<file path="src/rtl/prog_imem.sv">
// rtl/prog_imem.sv - parametrised instruction memory with registered fetch port and streaming program load
//
// Fetch side: i_fetch_req/i_address are sampled while o_fetch_ready=1; one cycle later
// o_instr_valid pulses with o_instruction. Out-of-range addresses return 0 with o_addr_err.
// Load side: i_load_start enters LOAD; each i_load_valid beat writes i_load_data at the
// write pointer. The load ends on i_load_last or when the last word is written, then
// o_load_done pulses and o_load_count reports the words written.
// Ports: i_clk, i_reset (sync, active-high), i_fetch_req, i_address, o_fetch_ready,
// o_instruction, o_instr_valid, o_addr_err, i_load_start, i_load_valid, i_load_data,
// i_load_last, o_load_ready, o_load_done, o_load_count, o_parity_err.
// Optional macro IMEM_PARITY_EN: stores an even-parity bit per word and flags o_parity_err
// on fetch mismatch; when undefined o_parity_err is tied to 0.
module prog_imem #(
    parameter int DATA_W = 8,
    parameter int ADDR_W = 8,
    parameter int DEPTH  = 256
) (
    input  logic              i_clk,
    input  logic              i_reset,
    input  logic              i_fetch_req,
    input  logic [ADDR_W-1:0] i_address,
    output logic              o_fetch_ready,
    output logic [DATA_W-1:0] o_instruction,
    output logic              o_instr_valid,
    output logic              o_addr_err,
    input  logic              i_load_start,
    input  logic              i_load_valid,
    input  logic [DATA_W-1:0] i_load_data,
    input  logic              i_load_last,
    output logic              o_load_ready,
    output logic              o_load_done,
    output logic [ADDR_W:0]   o_load_count,
    output logic              o_parity_err
);

    localparam int IDX_W = (DEPTH > 1) ? $clog2(DEPTH) : 1;
    localparam logic [ADDR_W:0] DEPTH_V    = (ADDR_W+1)'(DEPTH);
    localparam logic [ADDR_W:0] LAST_PTR_V = (ADDR_W+1)'(DEPTH - 1);

    typedef enum logic {RUN = 1'b0, LOAD = 1'b1} state_t;

    state_t            r_state;
    state_t            w_next_state;
    logic [ADDR_W:0]   r_ptr;
    logic [DATA_W-1:0] r_instruction;
    logic              r_instr_valid;
    logic              r_addr_err;
    logic              r_load_done;
    logic [ADDR_W:0]   r_load_count;

    logic [DATA_W-1:0] r_mem [0:DEPTH-1];

    logic              w_fetch;
    logic              w_write;
    logic              w_in_range;
    logic              w_load_end;
    logic [IDX_W-1:0]  w_rd_idx;
    logic [IDX_W-1:0]  w_wr_idx;

    assign w_fetch    = (r_state == RUN) && i_fetch_req;
    assign w_write    = (r_state == LOAD) && i_load_valid;
    // Zero-extend so DEPTH == 2**ADDR_W compares correctly.
    assign w_in_range = ({1'b0, i_address} < DEPTH_V);
    // Auto-stop on the final slot so the pointer never wraps.
    assign w_load_end = w_write && (i_load_last || (r_ptr == LAST_PTR_V));
    assign w_rd_idx   = i_address[IDX_W-1:0];
    assign w_wr_idx   = r_ptr[IDX_W-1:0];

    // State register
    always_ff @(posedge i_clk) begin
        if (i_reset) begin
            r_state <= RUN;
        end else begin
            r_state <= w_next_state;
        end
    end

    // Next-state logic; i_load_start is ignored while already loading.
    always_comb begin
        w_next_state = r_state;
        case (r_state)
            RUN:     if (i_load_start) w_next_state = LOAD;
            LOAD:    if (w_load_end)   w_next_state = RUN;
            default: w_next_state = RUN;
        endcase
    end

    // State-decoded outputs
    always_comb begin
        o_fetch_ready = 1'b0;
        o_load_ready  = 1'b0;
        case (r_state)
            RUN:     o_fetch_ready = 1'b1;
            LOAD:    o_load_ready  = 1'b1;
            default: o_fetch_ready = 1'b1;
        endcase
    end

    // Storage array has no reset: program contents survive a control reset.
    always_ff @(posedge i_clk) begin
        if (w_write) begin
            r_mem[w_wr_idx] <= i_load_data;
        end
    end

    // Fetch and load control datapath
    always_ff @(posedge i_clk) begin
        if (i_reset) begin
            r_ptr         <= '0;
            r_instruction <= '0;
            r_instr_valid <= 1'b0;
            r_addr_err    <= 1'b0;
            r_load_done   <= 1'b0;
            r_load_count  <= '0;
        end else begin
            r_instr_valid <= 1'b0;
            r_addr_err    <= 1'b0;
            r_load_done   <= 1'b0;
            if (w_fetch) begin
                r_instr_valid <= 1'b1;
                if (w_in_range) begin
                    r_instruction <= r_mem[w_rd_idx];
                end else begin
                    r_instruction <= '0;
                    r_addr_err    <= 1'b1;
                end
            end
            if ((r_state == RUN) && i_load_start) begin
                r_ptr <= '0;
            end
            if (w_write) begin
                r_ptr <= r_ptr + 1'b1;
                if (w_load_end) begin
                    r_load_done  <= 1'b1;
                    r_load_count <= r_ptr + 1'b1;
                end
            end
        end
    end

`ifdef IMEM_PARITY_EN
    logic r_par [0:DEPTH-1];
    logic r_parity_err;

    always_ff @(posedge i_clk) begin
        if (w_write) begin
            r_par[w_wr_idx] <= ^i_load_data;
        end
    end

    always_ff @(posedge i_clk) begin
        if (i_reset) begin
            r_parity_err <= 1'b0;
        end else begin
            r_parity_err <= w_fetch && w_in_range &&
                            ((^r_mem[w_rd_idx]) != r_par[w_rd_idx]);
        end
    end

    assign o_parity_err = r_parity_err;
`else
    assign o_parity_err = 1'b0;
`endif

    assign o_instruction = r_instruction;
    assign o_instr_valid = r_instr_valid;
    assign o_addr_err    = r_addr_err;
    assign o_load_done   = r_load_done;
    assign o_load_count  = r_load_count;

endmodule

</file>
<file path="config.mk">
export PLATFORM = sky130hd
export DESIGN_NAME = prog_imem
export DESIGN_NICKNAME = d
export VERILOG_FILES = /design/src/rtl/prog_imem.sv
export SDC_FILE = /design/constraint.sdc
export NUM_CORES = 2
export LEC_CHECK = 0
export ABC_AREA = 0
export CORE_ASPECT_RATIO = 1.5
export CORE_MARGIN = 1.5
export CORE_UTILIZATION = 29
export DETAILED_ROUTE_END_ITERATION = 6
export GPL_TIMING_DRIVEN = 0
export PLACE_DENSITY_LB_ADDON = 0.12
export SYNTH_ARGS = -nofsm -noshare
export SYNTH_HDL_FRONTEND = slang
export SYNTH_SLANG_ARGS = --single-unit
</file>
<file path="constraint.sdc">
create_clock -name i_clk -period 3.1 [get_ports i_clk]
set_input_delay 0.465 -clock i_clk [delete_from_list [all_inputs] [get_ports i_clk]]
set_output_delay 0.465 -clock i_clk [all_outputs]
set_load 0.01 [all_outputs]
</file>
Word-level counts from Yosys, hierarchy flattened
Memory sizes are Yosys's and may differ from the RTL's. A register that Yosys moved wholly into a read port is not among the register bits.
Index checks and enable logic that the tools add are counted.
- register bits: 21
- bits in writable memories: 2048
- bits of input ports: 22
- logic and storage cells: 29
- memories kept: 1
- $add $sub $neg: 1
- equal/unequal tests: 1
- muxes and demuxes: 11
- bitwise logic cells: 2
- reduce and logical (&&, ||, !) cells: 8
- memory list (name ; depth ; width ; read ports ; clocked after Yosys merged registers in ; write ports ; line ; source):
    r_mem ; 256 ; 8 ; 1 ; 1 ; 1 ; 51 ; logic [DATA_W-1:0] r_mem [0:DEPTH-1];
- operators by type and width (operator ; number):
    9-bit two-way mux ; 2
    9-bit by 1-bit adder with 9-bit output, second input constant ; 1
    9-bit by 8-bit == test with 1-bit output, second input constant ; 1
    1-bit two-way mux ; 8
    1-bit logical AND ; 4
    1-bit NOT ; 2
    1-bit one-hot mux with 2 select lines ; 1
    2-bit AND reduction ; 1
    2-bit nonzero test ; 1
    2-bit OR reduction ; 1
    1-bit logical OR ; 1

Logic depth before layout (Yosys ltp)
- depth after elaboration: 5
- depth in mapped cells: 12
- depth with buffers taken out: 9

Worst setup path before layout
No wires, ideal clock.
- path kind: input-to-reg
- from: input port i_address[1]
- to: register r_instruction[1], in the netlist o_instruction[1], read port of r_mem
- library setup time: 0.133 ns
- arrival: 2.185 ns
- data required time: 2.967 ns
- slack: 0.782 ns
- stages on the path: 9
- path through: buf_6 buf_6 buf_6 buf_2 mux4_2 a2111oi_0 a221oi_1 o2111ai_1 o311ai_1
- RTL lines (what ; line ; source):
    start: declaration ; 21 ; input logic [ADDR_W-1:0] i_address,
    end: declaration ; 45 ; logic [DATA_W-1:0] r_instruction;

==> summary.txt <==
CTS
  • Clk root buf: clkbuf_16
  • Clock sink count: 2077
  • Worst-path clk slew: 0.07 ns
  • Worst-case clock buffer depth: 4
  • CTS H-Tree Depth: 4
  • CTS buffer count: 207
  • CTS tree: done
  • Worst skew pair latency: 0.90 ns

Power and ir drop
  • Sw frac: 0.240
  • Pleak: 30.3 nW
  • VDD IR max: 0.000417 V
  • Power Density: 616 nW/µm²
  • Clk pwr share: 0.413
  • Comb pwr share: 0.070
  • Reg power frac: 0.517
  • Switching power: 0.0143 W
  • Int Power: 0.0454 W

Global route
  • Largest net degree at the start of global routing: 133
  • Initial antenna violation count: 23
  • Grt met2 use: 0.437
  • Vias in the first global route: 44900
  • Met3 Usage GRT: 0.0376
  • M1 GR Usage: 0.280
  • Grt ovf: 0
  • Global-route wire length before repair: 461 mm
  • GR peak layer: met2
  • GR Util All Layers: 0.248

Route
  • # DRC: 0
  • Routed vias/inst: 5.34
  • Post-Route WL: 359 mm
  • Post-DRT Antenna Nets: 0
  • 1st-pass router iterations: 5
  • Iter 0 DRT Violations: 4913
  • DR vias: 44700
  • Drt wl/cell: 42.9 µm

Placement
  • Final Wtd Congestion: 1.13
  • Dpl cells: 7946
  • Dpl ws: -3.05 ns
  • Input/output buffers: 40
  • Post-DP HPWL: 244 mm
  • DP Area: 87700 µm²

Floorplanning
  • Row count: 238
  • Die W: 437 µm
  • DIE HEIGHT: 654 µm
  • # IOs: 45
  • Starting density of the core: 0.292
  • Die area: 286000 µm²
  • Area of the core: 281000 µm²

Critical path
  • Crit path max-delay family: compound AO/OA/AOI/OAI gates
  • Worst EP required: 3.86 ns
  • Worst Setup Path Type: in -> reg
  • Max FO, Critical Path: 10
  • CP Cell Sequence: clkdlybuf4s50_1 -> buf_6 -> nand3_2 -> a211oi_1 -> a221o_1 -> or3_1 -> o211ai_1
  • Critical Path Sink Type: flip-flop
  • Max stage delay on crit path: 1.11 ns
  • Startpoint Class: primary input
  • CP Buf/Inv Count: 2
  • Critical Path AT: 4.04 ns
  • CP max stage cell: a211oi_1

Worst hold path
  • Hold WC Path Type: in -> reg

Final layout
  • Share of layout cells above drive strength 1: 0.260
  • Fill cells: 26500
  • Commonest non-fill, non-tap cells in the layout: edfxtp_1 (2048), mux2i_1 (399), mux4_2 (259), clkbuf_16 (210), nor2_4 (150)
  • Fin cells: 8375
  • Final instance area: 96900 µm²
  • Final #Nets: 4509
  • Layout area overhead: 18.4%
  • Commonest non-fill, non-tap cell in the layout: edfxtp_1

Yosys
  • Post-synth EDFFs: 2048
  • Register area share after synthesis: 0.758
  • Cell Area, Synth: 81900 µm²
  • Yosys reg bits: 2077
  • Synth Area in Compound Gates: 0.0427
  • Area share of fa/ha/maj cells after synthesis: 0.000764
  • Ys flop type: edfxtp_1
  • Synth Area in XOR/XNOR: 0.000642
  • Mux share of post-synthesis cell area: 0.142
  • Avg Inst Size Synth: 19.7 µm²
  • Share of flip-flops with an asynchronous set or reset: 0
  • Syn. warnings: 0
  • Largest family of logic cells by synthesized area: multiplexers
  • Cells after synthesis: 4148
  • Simple-gate share of the synthesized area: 0.0293
  • Post-synthesis cell type count: 78

Timing
  • Worst Tran Pin Value: 1.25 ns
  • Slew margin rel.: 0.145
  • Setup WS post-layout: -0.181 ns
  • Max frequency: 305 MHz
  • Minimum clock period: 3.28 ns
  • Final Hold Fails: 0
  • Part of the cycle the worst path needs: 1.06
  • Setup-failing EPs final: 285
  • Max-slew violations: 0
  • Setup_tns: -13.98 ns
  • Worst Clk Skew: 0.0700 ns
  • RSZ-0062 raised after global routing: yes

Run
  • Maxcap violations: 0

Run status
  • Outcome: complete, but fails checks
  • Violated checks: negative setup slack
## logic make-up after synthesis
kind of cell	Yosys count
AOI/OAI and AO/OA	507
muxes	730
adders and majority gates	5
xor gates and xnor gates	6
other	1
and+or+nand+nor	559
buffers and inverters	263
DFF	2077
## through the flow
step           hold WS (ns)   util  total power [W]
2_1_floorplan         0.454      -           0.0330
3_3_place_gp          0.446  0.310           0.0357
3_5_place_dp          0.447  0.313           0.0354
4_1_cts              0.0292  0.342           0.0599
5_1_grt              0.0590  0.345           0.0609
6_report             0.0594  0.345           0.0597
## layout make-up
class	instances	area, µm²	area share
Inverter	9	42.5	0.000439
Clock inverter	107	796	0.00821
Sequential cell	2077	62100	0.641
Antenna cell	10	25.0	0.000258
Buffer	248	2500	0.0258
Timing Repair Buffer	130	1610	0.0166
Tap cell	3720	4650	0.0480
Clock buffer	265	5520	0.0570
Multi-Input combinational cell	1809	19700	0.203
## synth_stat cells, types with 30 or more instances
| master | number | area, µm² |
|---|---|---|
| a211oi_1 | 57 | 428 |
| a21oi_1 | 62 | 310 |
| a221oi_1 | 30 | 263 |
| buf_2 | 43 | 215 |
| buf_6 | 53 | 597 |
| clkbuf_1 | 79 | 297 |
| edfxtp_1 | 2048 | 61500 |
| mux2i_1 | 403 | 4030 |
| mux4_1 | 67 | 1760 |
| mux4_2 | 259 | 5830 |
| nand2_1 | 141 | 529 |
| nor2_1 | 297 | 1110 |
| o21ai_0 | 76 | 380 |
| o221ai_1 | 42 | 368 |
| o22ai_1 | 136 | 851 |
## state kept, by name (all words and copies together), names as in the netlist
register       cells
o_load_done        1
o_instruction      8
o_instr_valid      1
r_state            1
r_ptr              9
o_load_count       9
r_mem           2048
## per-layer routing
metal  share of wire  up-vias
met1            0.37    24600
met2            0.51     1708
met3           0.049      603
li1                -    17800
met5        0.000097        -
met4           0.075        6
## power groups by stage
| stage | Combinational (W) | Sequential, W | Clock (W) |
|---|---|---|---|
| global placement | 0.00384 | 0.0319 | 0 |
| detailed placement | 0.00397 | 0.0315 | 0 |
| CTS | 0.00412 | 0.0309 | 0.0249 |
| global route | 0.00417 | 0.0309 | 0.0258 |
| finish | 0.00416 | 0.0309 | 0.0247 |
| floorplan | 0.00149 | 0.0315 | 0 |
## worst paths after layout
check	startpoint	endpoint	slack, ns	depth (start not counted)
setup / recovery	i_address[5]	o_instruction[2]$_SDFFE_PP0P_	-0.18	7
hold / removal	i_load_data[6]	r_mem[109][6]$_DFFE_PP_	0.06	1
setup reg to reg	r_ptr[5]$_SDFFE_PP0P_	r_mem[224][7]$_DFFE_PP_	-0.13	4
hold reg to reg	o_load_count[5]$_SDFFE_PP0P_	o_load_count[5]$_SDFFE_PP0P_	0.46	2
## timing repair
action / CTS / global route
gates resized for setup: 442 / 279
endpoints found under the hold margin: 189 / 0
pin swaps: 30 / 6
setup buffers: 47 / 0
hold buffers: 6 / 0
setup endpoints to repair: 1963 / 1895
Note: power is estimated with default switching activity, not from simulation.
